### src/rtl/cell_pkg.sv
// Shared widths, mode encoding and default B3/S23 rule masks for the cellular-automaton cell.
package cell_pkg;

  localparam int NBR_W = 8;
  localparam int CNT_W = 4;

  typedef enum logic {
    MODE_EDIT = 1'b0,
    MODE_RUN  = 1'b1
  } mode_e;

  // Bit n of a mask selects the outcome for a cell with n live neighbours.
  localparam logic [8:0] DEF_BIRTH_MASK   = 9'b0_0000_1000;
  localparam logic [8:0] DEF_SURVIVE_MASK = 9'b0_0000_1100;

endpackage

### src/rtl/nbr_popcount.sv
// Counts live neighbours: number of set bits in the 8-bit neighbour vector (0..8).
module nbr_popcount
  import cell_pkg::*;
(
  input  logic [NBR_W-1:0] nbr,
  output logic [CNT_W-1:0] cnt
);

  always_comb begin
    cnt = '0;
    for (int i = 0; i < NBR_W; i++) begin
      cnt = cnt + CNT_W'(nbr[i]);
    end
  end

endmodule

### src/rtl/c_cell.sv
// One Game-of-Life cell: user toggles in edit mode, rule-driven generations in run mode.
// Define USER_INPUT_SYNC_EN to pass userInput through a 2-flop synchroniser first.
module c_cell
  import cell_pkg::*;
#(
  parameter logic [8:0] BIRTH_MASK   = DEF_BIRTH_MASK,
  parameter logic [8:0] SURVIVE_MASK = DEF_SURVIVE_MASK
) (
  input  logic             clk,
  input  logic             reset,
  input  logic             gameState,
  input  logic [NBR_W-1:0] neighbros,
  input  logic             userInput,
  output logic             status
);

  logic [CNT_W-1:0] cnt;
  logic             nxt;
  logic             u_in;
  logic             u_prev;
  logic             rise;
  mode_e            mode;

  nbr_popcount u_popcount (
    .nbr (neighbros),
    .cnt (cnt)
  );

`ifdef USER_INPUT_SYNC_EN
  logic [1:0] sync_q;

  always_ff @(posedge clk or posedge reset) begin
    if (reset) begin
      sync_q <= '0;
    end else begin
      sync_q <= {sync_q[0], userInput};
    end
  end

  assign u_in = sync_q[1];
`else
  assign u_in = userInput;
`endif

  assign mode = mode_e'(gameState);
  assign nxt  = status ? SURVIVE_MASK[cnt] : BIRTH_MASK[cnt];
  assign rise = u_in & ~u_prev;

  // u_prev follows u_in in both modes so a level held across a mode switch never looks like a new edge.
  always_ff @(posedge clk or posedge reset) begin
    if (reset) begin
      status <= 1'b0;
      u_prev <= 1'b0;
    end else begin
      u_prev <= u_in;
      if (mode == MODE_RUN) begin
        status <= nxt;
      end else if (rise) begin
        status <= ~status;
      end
    end
  end

endmodule

### config.mk
export PLATFORM = sky130hd
export DESIGN_NAME = c_cell
export DESIGN_NICKNAME = d
export VERILOG_FILES = /design/src/rtl/cell_pkg.sv /design/src/rtl/nbr_popcount.sv /design/src/rtl/c_cell.sv
export SDC_FILE = /design/constraint.sdc
export NUM_CORES = 1
export LEC_CHECK = 0
export CAP_MARGIN = 40
export CORE_AREA = 8 8 45 47
export CTS_CLUSTER_SIZE = 40
export DETAILED_ROUTE_END_ITERATION = 8
export DIE_AREA = 0 0 53 55
export PLACE_DENSITY_LB_ADDON = 0.15
export SETUP_SLACK_MARGIN = 0.15
export SLEW_MARGIN = 20
export SYNTH_ARGS = -nofsm -noshare
export SYNTH_HDL_FRONTEND = slang
export SYNTH_SLANG_ARGS = --single-unit
### constraint.sdc
create_clock -name clk -period 1 [get_ports clk]
set_input_delay 0.25 -clock clk [delete_from_list [all_inputs] [get_ports clk]]
set_output_delay 0.25 -clock clk [all_outputs]
set_load 0.1 [all_outputs]
==> parameters.txt, run 1 <==
Parameter                              Value

Die
  Chip height ... ~55 um
  Standard-cell row count ... 14
  Die ar. ... 2920 um2
  Core area ... 1380 um2
  Initial standard-cell utilization of the core ... 18.7%
  Top Ports ... 13
  Horiz. Die Dim ... 53 um

Global route
  Pin count of the biggest net entering global routing ... 3
  Initial antenna violation count ... 0
  First-pass GRT wire length ... 1.03 mm
  Global-route usage over all layers ... 4.83%
  Vias in the first global route ... 293
  Final global-route overflow total ... 0

CTS
  Count of hold buffers inserted by post-cts repair ... 0
  Clk_lat worst skew ... between 0.2 and 0.25 ns
  Register clock-pin slew on the reported worst setup and hold paths ... 0.04 ns
  Buffers from clock root to sink, at most ... 2
  H-Tree Level Count ... 1
  TritonCTS clock tree ... built
  Buffer cell driving the clock tree root ... sky130_fd_sc_hd__clkbuf_4
  Clock buffer count from CTS ... 3
  Num Clock Sinks ... 2

Setup path
  WS Path Type ... in2reg
  Worst setup EP type ... flip-flop
  List of cells traversed by the critical path ... buf_6, ha_4, inv_2, fa_1, fa_1, inv_2, fa_2, inv_2, fa_1, nor2b_1, o221ai_1, o22ai_1
  Critical Path Source Type ... primary input
  Critical Path Fanout Max ... 2
  Maximum single-stage delay on the critical path ... 0.51 ns
  Critical Path Slowest Stage Cell ... sky130_fd_sc_hd__fa_1
  Number of cell instances on the worst register-to-register path ... 3
  Required time of the critical path ... 1.14 ns
  Critical path data arrival time ... 2.81 ns

Logic synthesis
  Largest area contributor in the netlist ... sky130_fd_sc_hd__fa_1
  Syn Inst Count ... 27
  Mean instance size in the synthesized netlist ... between 9 and 10 um2
  Nets in the synthesized netlist ... 46
  Count of yosys warnings during synthesis ... 0
  Share of Yosys cell area claimed by the top area cell type ... 30.9%
  Number of distinct library cells after synthesis ... 9
  Synth area leaders ... sky130_fd_sc_hd__fa_1 31%, sky130_fd_sc_hd__dfrtp_1 19%, sky130_fd_sc_hd__inv_1 16%
  Flip-flop and latch count after synthesis ... 2
  Netlist area before placement ... about 260 um2
  Share of synthesized area occupied by flip-flops and latches ... 19.3%

Timing
  Worst-case clock skew ... 0.0108 ns
  Remaining max-slew budget at the tightest pin ... 90.0%
  Worst-Margin Slew ... 0.149 ns
  Minimum setup slack in the final design ... -1.67 ns
  Ratio of final minimum period to clock period ... 267%
  Max Transition Viols Final ... 0
  Setup-failing EPs final ... 2
  Final-layout setup total negative slack ... -1.80 ns
  Setup repair after global routing missed its margin ... yes
  Min Tclk post-route ... 2.67 ns
  Hold violation total from the final report ... 0
  Achievable frequency ... around 0.38 GHz

Power and ir drop
  Power density of the placed cells ... between 1500 and 2000 nW/um2
  Design Power ... just under 800 uW
  Worst IR drop on VDD ... 0.000461 V
  Leakage power figure ... 0.000227 uW

Run
  Max-cap viol count ... 0

Routing
  Via/cell ratio ... roughly 3.7
  DRT Pass-1 Iters ... 1
  Initial DRC count ... 0
  Routed via count ... 225
  Remaining routing DRC violations ... 0
  Detailed-route wire length ... 579 um
  Average wire per standard cell ... between 9 and 10 um
  Residual antenna-violating net count after detailed routing ... 0

Finish
  Final-stage net count ... 65
  Layout overhead on the synthesized area ... 83.1%
  Multi-input combinational cell area ... 188 um2
  Sequential cell area ... around 54 um2
  Count of non-filler cells in the finished layout ... 61
  Commonest cells after routing, fill and taps aside ... 8 x sky130_fd_sc_hd__inv_1, 7 x sky130_fd_sc_hd__clkdlybuf4s50_1
  Most frequent standard cell in the layout excluding fill and tap cells ... sky130_fd_sc_hd__inv_1
  Total inserted antenna cells ... 0
  Fraction of final layout cells sized beyond drive strength 1 ... 33.3%
  Filler cell count in the final layout ... roughly 140

Min path
  Worst Hold Class ... in2async

Placement
  Placed Instances ... 56
  DPL Wire Length ... 512 um
  Number of port buffers ... 12
  Minimum setup slack after placement ... -2.29 ns
  Global placer's final weighted congestion ... 0.625

Run status
  Violated checks ... setup timing
  Run status ... finished, violations left
## critical path: cells and delay by family
| family | cells | cell delay (ns) |
|---|---|---|
| compound gates | 2 | 0.27 |
| fa+ha+maj | 5 | 1.93 |
| buf+inv | 4 | 0.24 |
| simple gates | 1 | 0.11 |
## routing by layer
layer	GRT usage, %	part of all wire (%)	vias to the layer above	routed length (um)
met3	1.34	6.6	0	38
met4	5.17	0	0	0
li1	-	-	115	-
met5	0	0	-	0
met1	4.45	40	102	229
met2	8.20	54	8	310
## logic make-up after synthesis
family | after synthesis | share of synthesized area, %
AO/OA/AOI/OAI | 3 | 8.70
XOR/XNOR | 1 | 3.38
flip-flops | 2 | 19.3
buffers and inverters | 11 | 15.9
AND/OR/NAND/NOR | 3 | 7.25
adder cells (fa/ha/maj) | 7 | 45.4
## registers in the layout (all words and copies together) (netlist names)
signal / count
status: 1
u_prev: 1
## what timing repair did
item,4_1_cts,5_1_grt
setup endpoints to repair,2,2
buffers inserted,1,0
gates resized for setup,14,1
pin swaps,6,4
## final timing paths
path,start,endpoint,slack (ns)
worst max-delay path,neighbros[0],status,-1.67
worst min-delay path,reset,status,0.19
worst max register to register,status,status,-0.02
worst min register to register,u_prev,status,0.62
max in group asynchronous,reset,status,0.69
min in group clk,userInput,u_prev,0.50
## cell usage after synthesis
library cell and count:
sky130_fd_sc_hd__dfrtp_1 2, sky130_fd_sc_hd__o221ai_1 1, sky130_fd_sc_hd__inv_1 11, sky130_fd_sc_hd__nor2b_1 3, sky130_fd_sc_hd__a211oi_1 1, sky130_fd_sc_hd__ha_1 3, sky130_fd_sc_hd__xnor2_1 1, sky130_fd_sc_hd__fa_1 4
sky130_fd_sc_hd__o22ai_1 1
## metrics by stage
step | hold WS [ns] | util, % | instance area (um2)
detailed placement | 0.430 | 30.6 | 423
global placement | 0.405 | 30.6 | 423
floorplan | -0.00879 | - | 265
global route | 0.199 | 34.3 | 474
CTS | 0.186 | 33.9 | 469
finish | 0.187 | 34.3 | 474
## area by class of cell
type	count	area share [%]
Clock buffer	4	5.54
Inverter	11	8.71
Multi-Input combinational cell	14	39.6
Sequential cell	2	11.3
Tap cell	16	4.22
Timing Repair Buffer	14	30.6
## power breakdown
group	internal, uW	switching, uW
registers	108	16.1
logic	221	240
clock network	148	48.0
(Power assumes the default switching activity.)
==> run 2, diff against run 1 <==
--- a/config.mk
+++ b/config.mk
@@ -10,6 +10,7 @@
 export CTS_CLUSTER_SIZE = 40
 export DETAILED_ROUTE_END_ITERATION = 8
 export DIE_AREA = 0 0 53 55
+export DONT_BUFFER_PORTS = 1
 export PLACE_DENSITY_LB_ADDON = 0.15
 export SETUP_SLACK_MARGIN = 0.15
 export SLEW_MARGIN = 20
==> run 2 against run 1 <==
Net effect:
- the run still ends with setup timing left
- worst setup slack better by 0.12 ns
- via count down 12%
- combinational power down 13%
- die area unchanged
- count of clock-buffer cells in the layout unchanged
- critical path depth down 1
- core utilization down 7.6 points
- total power down 8.1%
- sequential power about the same
- wire length down 10%
- global-route usage down 0.83 points
- critical path type unchanged
- critical endpoint unchanged
- largest power group unchanged
- highest routed layer unchanged
==> parameters.txt, run 2 (synthesis results as in run 1) <==
Parameter                              Value

Run status
  Run status ... finished, violations left
  Violated checks ... setup timing

Timing
  Minimum setup slack in the final design ... -1.55 ns
  Hold violation total from the final report ... 0
  Final-layout setup total negative slack ... -1.67 ns
  Max Transition Viols Final ... 0
  Min Tclk post-route ... 2.55 ns
  Setup-failing EPs final ... 2
  Setup repair after global routing missed its margin ... yes
  Achievable frequency ... 0.393 GHz
  Remaining max-slew budget at the tightest pin ... approximately 87%
  Worst-Margin Slew ... between 0.15 and 0.2 ns
  Worst-case clock skew ... 0.00880 ns
  Ratio of final minimum period to clock period ... 255%

CTS
  Clk_lat worst skew ... around 0.23 ns
  Num Clock Sinks ... 2
  Register clock-pin slew on the reported worst setup and hold paths ... 0.03 ns
  Buffers from clock root to sink, at most ... 2
  Buffer cell driving the clock tree root ... sky130_fd_sc_hd__clkbuf_4
  TritonCTS clock tree ... built
  H-Tree Level Count ... 1
  Clock buffer count from CTS ... 3

Setup path
  Critical Path Source Type ... primary input
  Maximum single-stage delay on the critical path ... 0.49 ns
  Number of buffers and inverters on the critical path ... 3
  Critical path's most frequent cell ... sky130_fd_sc_hd__fa_1
  Worst setup EP type ... flip-flop
  Critical path data arrival time ... about 2.7 ns
  Crit path from ... neighbros[1]
  Kind of cell adding the most delay to the critical path ... adder cells
  Critical Path Slowest Stage Cell ... sky130_fd_sc_hd__fa_1
  List of cells traversed by the critical path ... ha_4, inv_2, fa_1, fa_1, inv_1, fa_2, inv_2, fa_1, nor2b_1, o221ai_1, o22ai_1
  Critical Path Fanout Max ... 2
  WS Path Type ... in2reg
  Launch instance of the worst register-to-register path ... status
  Required time of the critical path ... between 1 and 1.5 ns

Finish
  Post-route cell area ... between 300 and 400 um2
  Fraction of final layout cells sized beyond drive strength 1 ... 31.4%
  Final-stage net count ... 55
  Registers with the highest flip-flop counts ... status (1), u_prev (1)
  Commonest cells after routing, fill and taps aside ... 9 x sky130_fd_sc_hd__inv_1, 3 x sky130_fd_sc_hd__nor2b_1, 3 x sky130_fd_sc_hd__fa_1, 3 x sky130_fd_sc_hd__clkbuf_4
  Total inserted antenna cells ... 0
  Most frequent standard cell in the layout excluding fill and tap cells ... sky130_fd_sc_hd__inv_1
  Count of non-filler cells in the finished layout ... 51
  Layout Utilization ... 26.7%
  Layout overhead on the synthesized area ... 42.5%

Routing
  Detailed-route wire length ... between 500 and 600 um
  DRT Pass-1 Iters ... 2
  Via/cell ratio ... 3.88
  Routed via count ... 198
  Initial DRC count ... 3
  Average wire per standard cell ... 10.2 um
  Residual antenna-violating net count after detailed routing ... 0
  Remaining routing DRC violations ... 0

Die
  Chip height ... ~55 um
  Die ar. ... 2920 um2
  Horiz. Die Dim ... 53 um
  Core area ... roughly 1400 um2
  Standard-cell row count ... 14
  Top Ports ... 13
  Initial standard-cell utilization of the core ... 18.7%

Global route
  Pin count of the biggest net entering global routing ... 3
  Initial antenna violation count ... 0
  First-pass GRT wire length ... 848 um
  Global-route usage over all layers ... approximately 4%
  Vias in the first global route ... between 200 and 300
  Final global-route overflow total ... 0

Min path
  Worst Hold Class ... in2reg
  Worst min-delay path startpoint ... userInput

Placement
  Global placer's final weighted congestion ... 0.639
  Placed Instances ... 45
  DPL Wire Length ... 488 um
  Number of port buffers ... 0
  Placed cell area ... ~310 um2

Power and ir drop
  Leakage power figure ... about 0.00018 uW
  Power density of the placed cells ... 1940 nW/um2
  Worst IR drop on VDD ... 0.000570 V

Run
  Max-cap viol count ... 0
## run 2: cell types whose count changed in the layout (fill, tap and decap cells not counted)
cell	before	now
sky130_fd_sc_hd__dlygate4sd2_1	2	0
sky130_fd_sc_hd__buf_6	2	0
sky130_fd_sc_hd__dlygate4sd3_1	0	1
sky130_fd_sc_hd__a211oi_2	1	0
sky130_fd_sc_hd__clkdlybuf4s50_1	7	0
sky130_fd_sc_hd__a211oi_1	0	1
sky130_fd_sc_hd__inv_1	8	9
sky130_fd_sc_hd__inv_2	3	2
## run 2: stage by stage
stage          total power (uW)  hold WS [ns]  setup WS [ns]
6_report                    718        0.0606          -1.55
5_1_grt                     776        0.0482          -1.64
4_1_cts                     735        0.0551          -1.57
3_5_place_dp                501      -0.00337          -1.87
3_3_place_gp                495      -0.00556          -1.84
2_1_floorplan               374      -0.00879          -1.74
## run 2: report_power, final
group          switching [uW]  internal (uW)
logic                     219            179
clock network            47.4            148
registers                15.5            108
## run 2: path summary, 6_finish.rpt
kind                           to  slack (ns)  depth (start not counted)
max reg2reg                status       -0.02                          3
max in group asynchronous  status        0.56                          2
min reg2reg                status        0.63                          3
min in group asynchronous  status        0.32                          2
min                        u_prev        0.06                          0
max                        status       -1.55                         11
## run 2: what timing repair did
action,4_1_cts,5_1_grt
resized for setup,3,0
endpoints found under the hold margin,2,0
setup buffers,1,0
endpoints found under the setup margin,2,2
cloned,0,0
hold buffers,1,0
## run 2: final cells by class
| cell class | count | area (um2) |
|---|---|---|
| repair buffers | 4 | 45.0 |
| clock buffers | 4 | 26.3 |
| multi-input cells | 14 | 183 |
| well taps | 16 | 20.0 |
| flip-flops and latches | 2 | 53.8 |
| fillers | 145 | 1010 |
| inverters | 11 | 41.3 |
## run 2: per-layer routing
| metal | global-route usage, % | up-vias | share of wire (%) |
|---|---|---|---|
| met5 | 0 | - | 0 |
| met4 | 3.88 | 0 | 0 |
| met3 | 1.87 | 0 | 8.1 |
| met2 | 6.45 | 8 | 50 |
| met1 | 3.68 | 95 | 42 |
| li1 | - | 95 | - |
==> run 3, diff against run 2 <==
--- a/config.mk
+++ b/config.mk
@@ -7,10 +7,10 @@
 export LEC_CHECK = 0
 export CAP_MARGIN = 40
 export CORE_AREA = 8 8 45 47
+export CTS_BUF_LIST = sky130_fd_sc_hd__clkbuf_8
 export CTS_CLUSTER_SIZE = 40
 export DETAILED_ROUTE_END_ITERATION = 8
 export DIE_AREA = 0 0 53 55
-export DONT_BUFFER_PORTS = 1
 export PLACE_DENSITY_LB_ADDON = 0.15
 export SETUP_SLACK_MARGIN = 0.15
 export SLEW_MARGIN = 20
==> run 3 against run 2 <==
Net effect:
- the run still ends with setup timing left
- core utilization is 9.0 points higher
- flip-flop and latch count stayed put
- global-route usage is 1.3 points higher
- total power is 27% higher
- non-clock buffer count is 10 higher
- clock power is 65% higher
- hold slack better by 0.14 ns
- register-to-register slack hardly changed
- wire length is 13% higher
- final cell count is 20% higher
- critical endpoint unchanged
- highest routed layer is now met4
==> parameters.txt, run 3 (synthesis results as in run 1) <==
Parameter                              Value

Setup path
  Required time of the critical path ... 1.12 ns
  Worst setup EP type ... flip-flop
  Critical path data arrival time ... 2.81 ns
  Critical Path Fanout Max ... 2
  WS Path Type ... in2reg
  Number of cell instances on the worst register-to-register path ... 3
  FF-to-FF End ... status
  Launch instance of the worst register-to-register path ... status
  Worst-case register-to-register setup slack ... -0.02 ns
  Crit path from ... neighbros[0]
  CP Capture Point ... status
  Critical Path Source Type ... primary input

Finish
  Registers with the highest flip-flop counts ... status (1), u_prev (1)
  Total inserted antenna cells ... 0
  Final-stage net count ... 65
  Commonest cells after routing, fill and taps aside ... 9 x sky130_fd_sc_hd__inv_1, 7 x sky130_fd_sc_hd__clkdlybuf4s50_1
  Filler cell count in the final layout ... 139
  Layout overhead on the synthesized area ... 90.3%
  Most frequent standard cell in the layout excluding fill and tap cells ... sky130_fd_sc_hd__inv_1
  Fraction of final layout cells sized beyond drive strength 1 ... 33.3%

CTS
  TritonCTS clock tree ... built
  Register clock-pin slew on the reported worst setup and hold paths ... roughly 0.03 ns
  Clock buffer count from CTS ... 3
  Clk_lat worst skew ... 0.21 ns
  Buffer cell driving the clock tree root ... sky130_fd_sc_hd__clkbuf_8
  Num Clock Sinks ... 2
  H-Tree Level Count ... 1
  Buffers from clock root to sink, at most ... 2

Timing
  Achievable frequency ... 0.373 GHz
  Max Transition Viols Final ... 0
  Min Tclk post-route ... 2.68 ns
  Worst-Margin Slew ... 0.157 ns
  Setup-failing EPs final ... 2
  Hold violation total from the final report ... 0
  Setup repair after global routing missed its margin ... yes
  Final-layout setup total negative slack ... -1.80 ns
  Remaining max-slew budget at the tightest pin ... 89.5%
  Ratio of final minimum period to clock period ... 268%
  Post-Route Hold Slack ... about 0.2 ns
  Minimum setup slack in the final design ... -1.68 ns
  Worst-case clock skew ... 0.00727 ns

Global route
  Pin count of the biggest net entering global routing ... 3
  Vias in the first global route ... 301
  Global-route usage over all layers ... about 5.3%
  Initial antenna violation count ... 0
  First-pass GRT wire length ... 1.14 mm
  Final global-route overflow total ... 0

Routing
  Via/cell ratio ... about 3.7
  Average wire per standard cell ... 9.67 um
  Routed via count ... 225
  Residual antenna-violating net count after detailed routing ... 0
  Remaining routing DRC violations ... 0
  Detailed-route wire length ... 590 um
  Initial DRC count ... 1
  DRT Pass-1 Iters ... 2

Placement
  DPL Wire Length ... 512 um
  Global placer's final weighted congestion ... 0.625
  Number of port buffers ... 12

Power and ir drop
  Clock power frac ... approximately 36%
  Switching portion of total power ... 35.2%
  Internal power contribution ... between 500 and 600 uW
  Power density of the placed cells ... approximately 1800 nW/um2
  Net Switching ... 320 uW
  Leakage power figure ... approximately 0.00024 uW
  Sequential cell fraction of total power ... 13.6%
  Share of total power in combinational logic ... approximately 51%
  Worst IR drop on VDD ... 0.000524 V

Die
  Standard-cell row count ... 14
  Initial standard-cell utilization of the core ... a little under a fifth
  Horiz. Die Dim ... 53 um
  Die ar. ... 2920 um2
  Top Ports ... 13
  Core area ... 1380 um2
  Chip height ... 55 um

Run status
  Run status ... finished, violations left
  Violated checks ... setup timing

Min path
  Worst Hold Class ... in2async

Run
  Max-cap viol count ... 0
## run 3: stage by stage
stage | std cells | power (uW) | setup WS, ns | instance area [um2] | util (%)
after floorplan | 27 | 374 | -1.74 | 265 | -
after global placement | 56 | 538 | -2.26 | 423 | 30.6
after detailed placement | 56 | 542 | -2.29 | 423 | 30.6
after CTS | 61 | 911 | -1.77 | 488 | 35.3
after global routing | 61 | 979 | -1.81 | 493 | 35.6
final | 61 | 909 | -1.68 | 493 | 35.6
## run 3: worst max-delay path, stage by stage
cell and delay, ns:
sky130_fd_sc_hd__buf_6 0.10, sky130_fd_sc_hd__ha_4 0.25, sky130_fd_sc_hd__inv_2 0.03, sky130_fd_sc_hd__fa_1 0.45, sky130_fd_sc_hd__fa_1 0.51, sky130_fd_sc_hd__inv_2 0.04
sky130_fd_sc_hd__fa_2 0.35, sky130_fd_sc_hd__inv_2 0.07, sky130_fd_sc_hd__fa_1 0.37, sky130_fd_sc_hd__nor2b_1 0.11, sky130_fd_sc_hd__o221ai_1 0.11, sky130_fd_sc_hd__o22ai_1 0.17
## run 3: area by class of cell
cell class,instances,area [um2],share of cell area [%]
Clock buffer,3,41.3,8.38
Clock inverter,1,3.75,0.761
Inverter,11,41.3,8.38
Multi-Input combinational cell,14,188,38.1
Sequential cell,2,53.8,10.9
Tap cell,16,20.0,4.06
Timing Repair Buffer,14,145,29.4
## run 3: worst min-delay path by stage
stage	start	endpoint	slack, ns	depth (start not counted)
CTS	reset	status	0.21	2
global placement	reset	u_prev	0.41	2
global route	reset	status	0.25	2
floorplan	reset	u_prev	-0.009	1
detailed placement	reset	u_prev	0.43	2
finish	reset	status	0.20	2
## run 3: power groups by stage
stage / registers (uW) / clock network, uW / logic, uW
2_1_floorplan: 231 / 0 / 143
3_3_place_gp: 132 / 0 / 406
3_5_place_dp: 132 / 0 / 410
4_1_cts: 124 / 332 / 455
5_1_grt: 125 / 343 / 510
6_report: 124 / 324 / 461
## run 3: layer usage
metal  share of wire (%)  track usage [%]
met2                  52             8.20
met1                  39             5.22
met5                   0                0
met3                 7.6             2.14
met4                 1.5             5.17
## run 3: timing repair
item	4_1_cts	5_1_grt
setup buffers	1	0
setup endpoints to repair	2	2
pin swaps	6	4
hold endpoints to repair	0	0
resized for setup	14	1
hold buffers	0	0
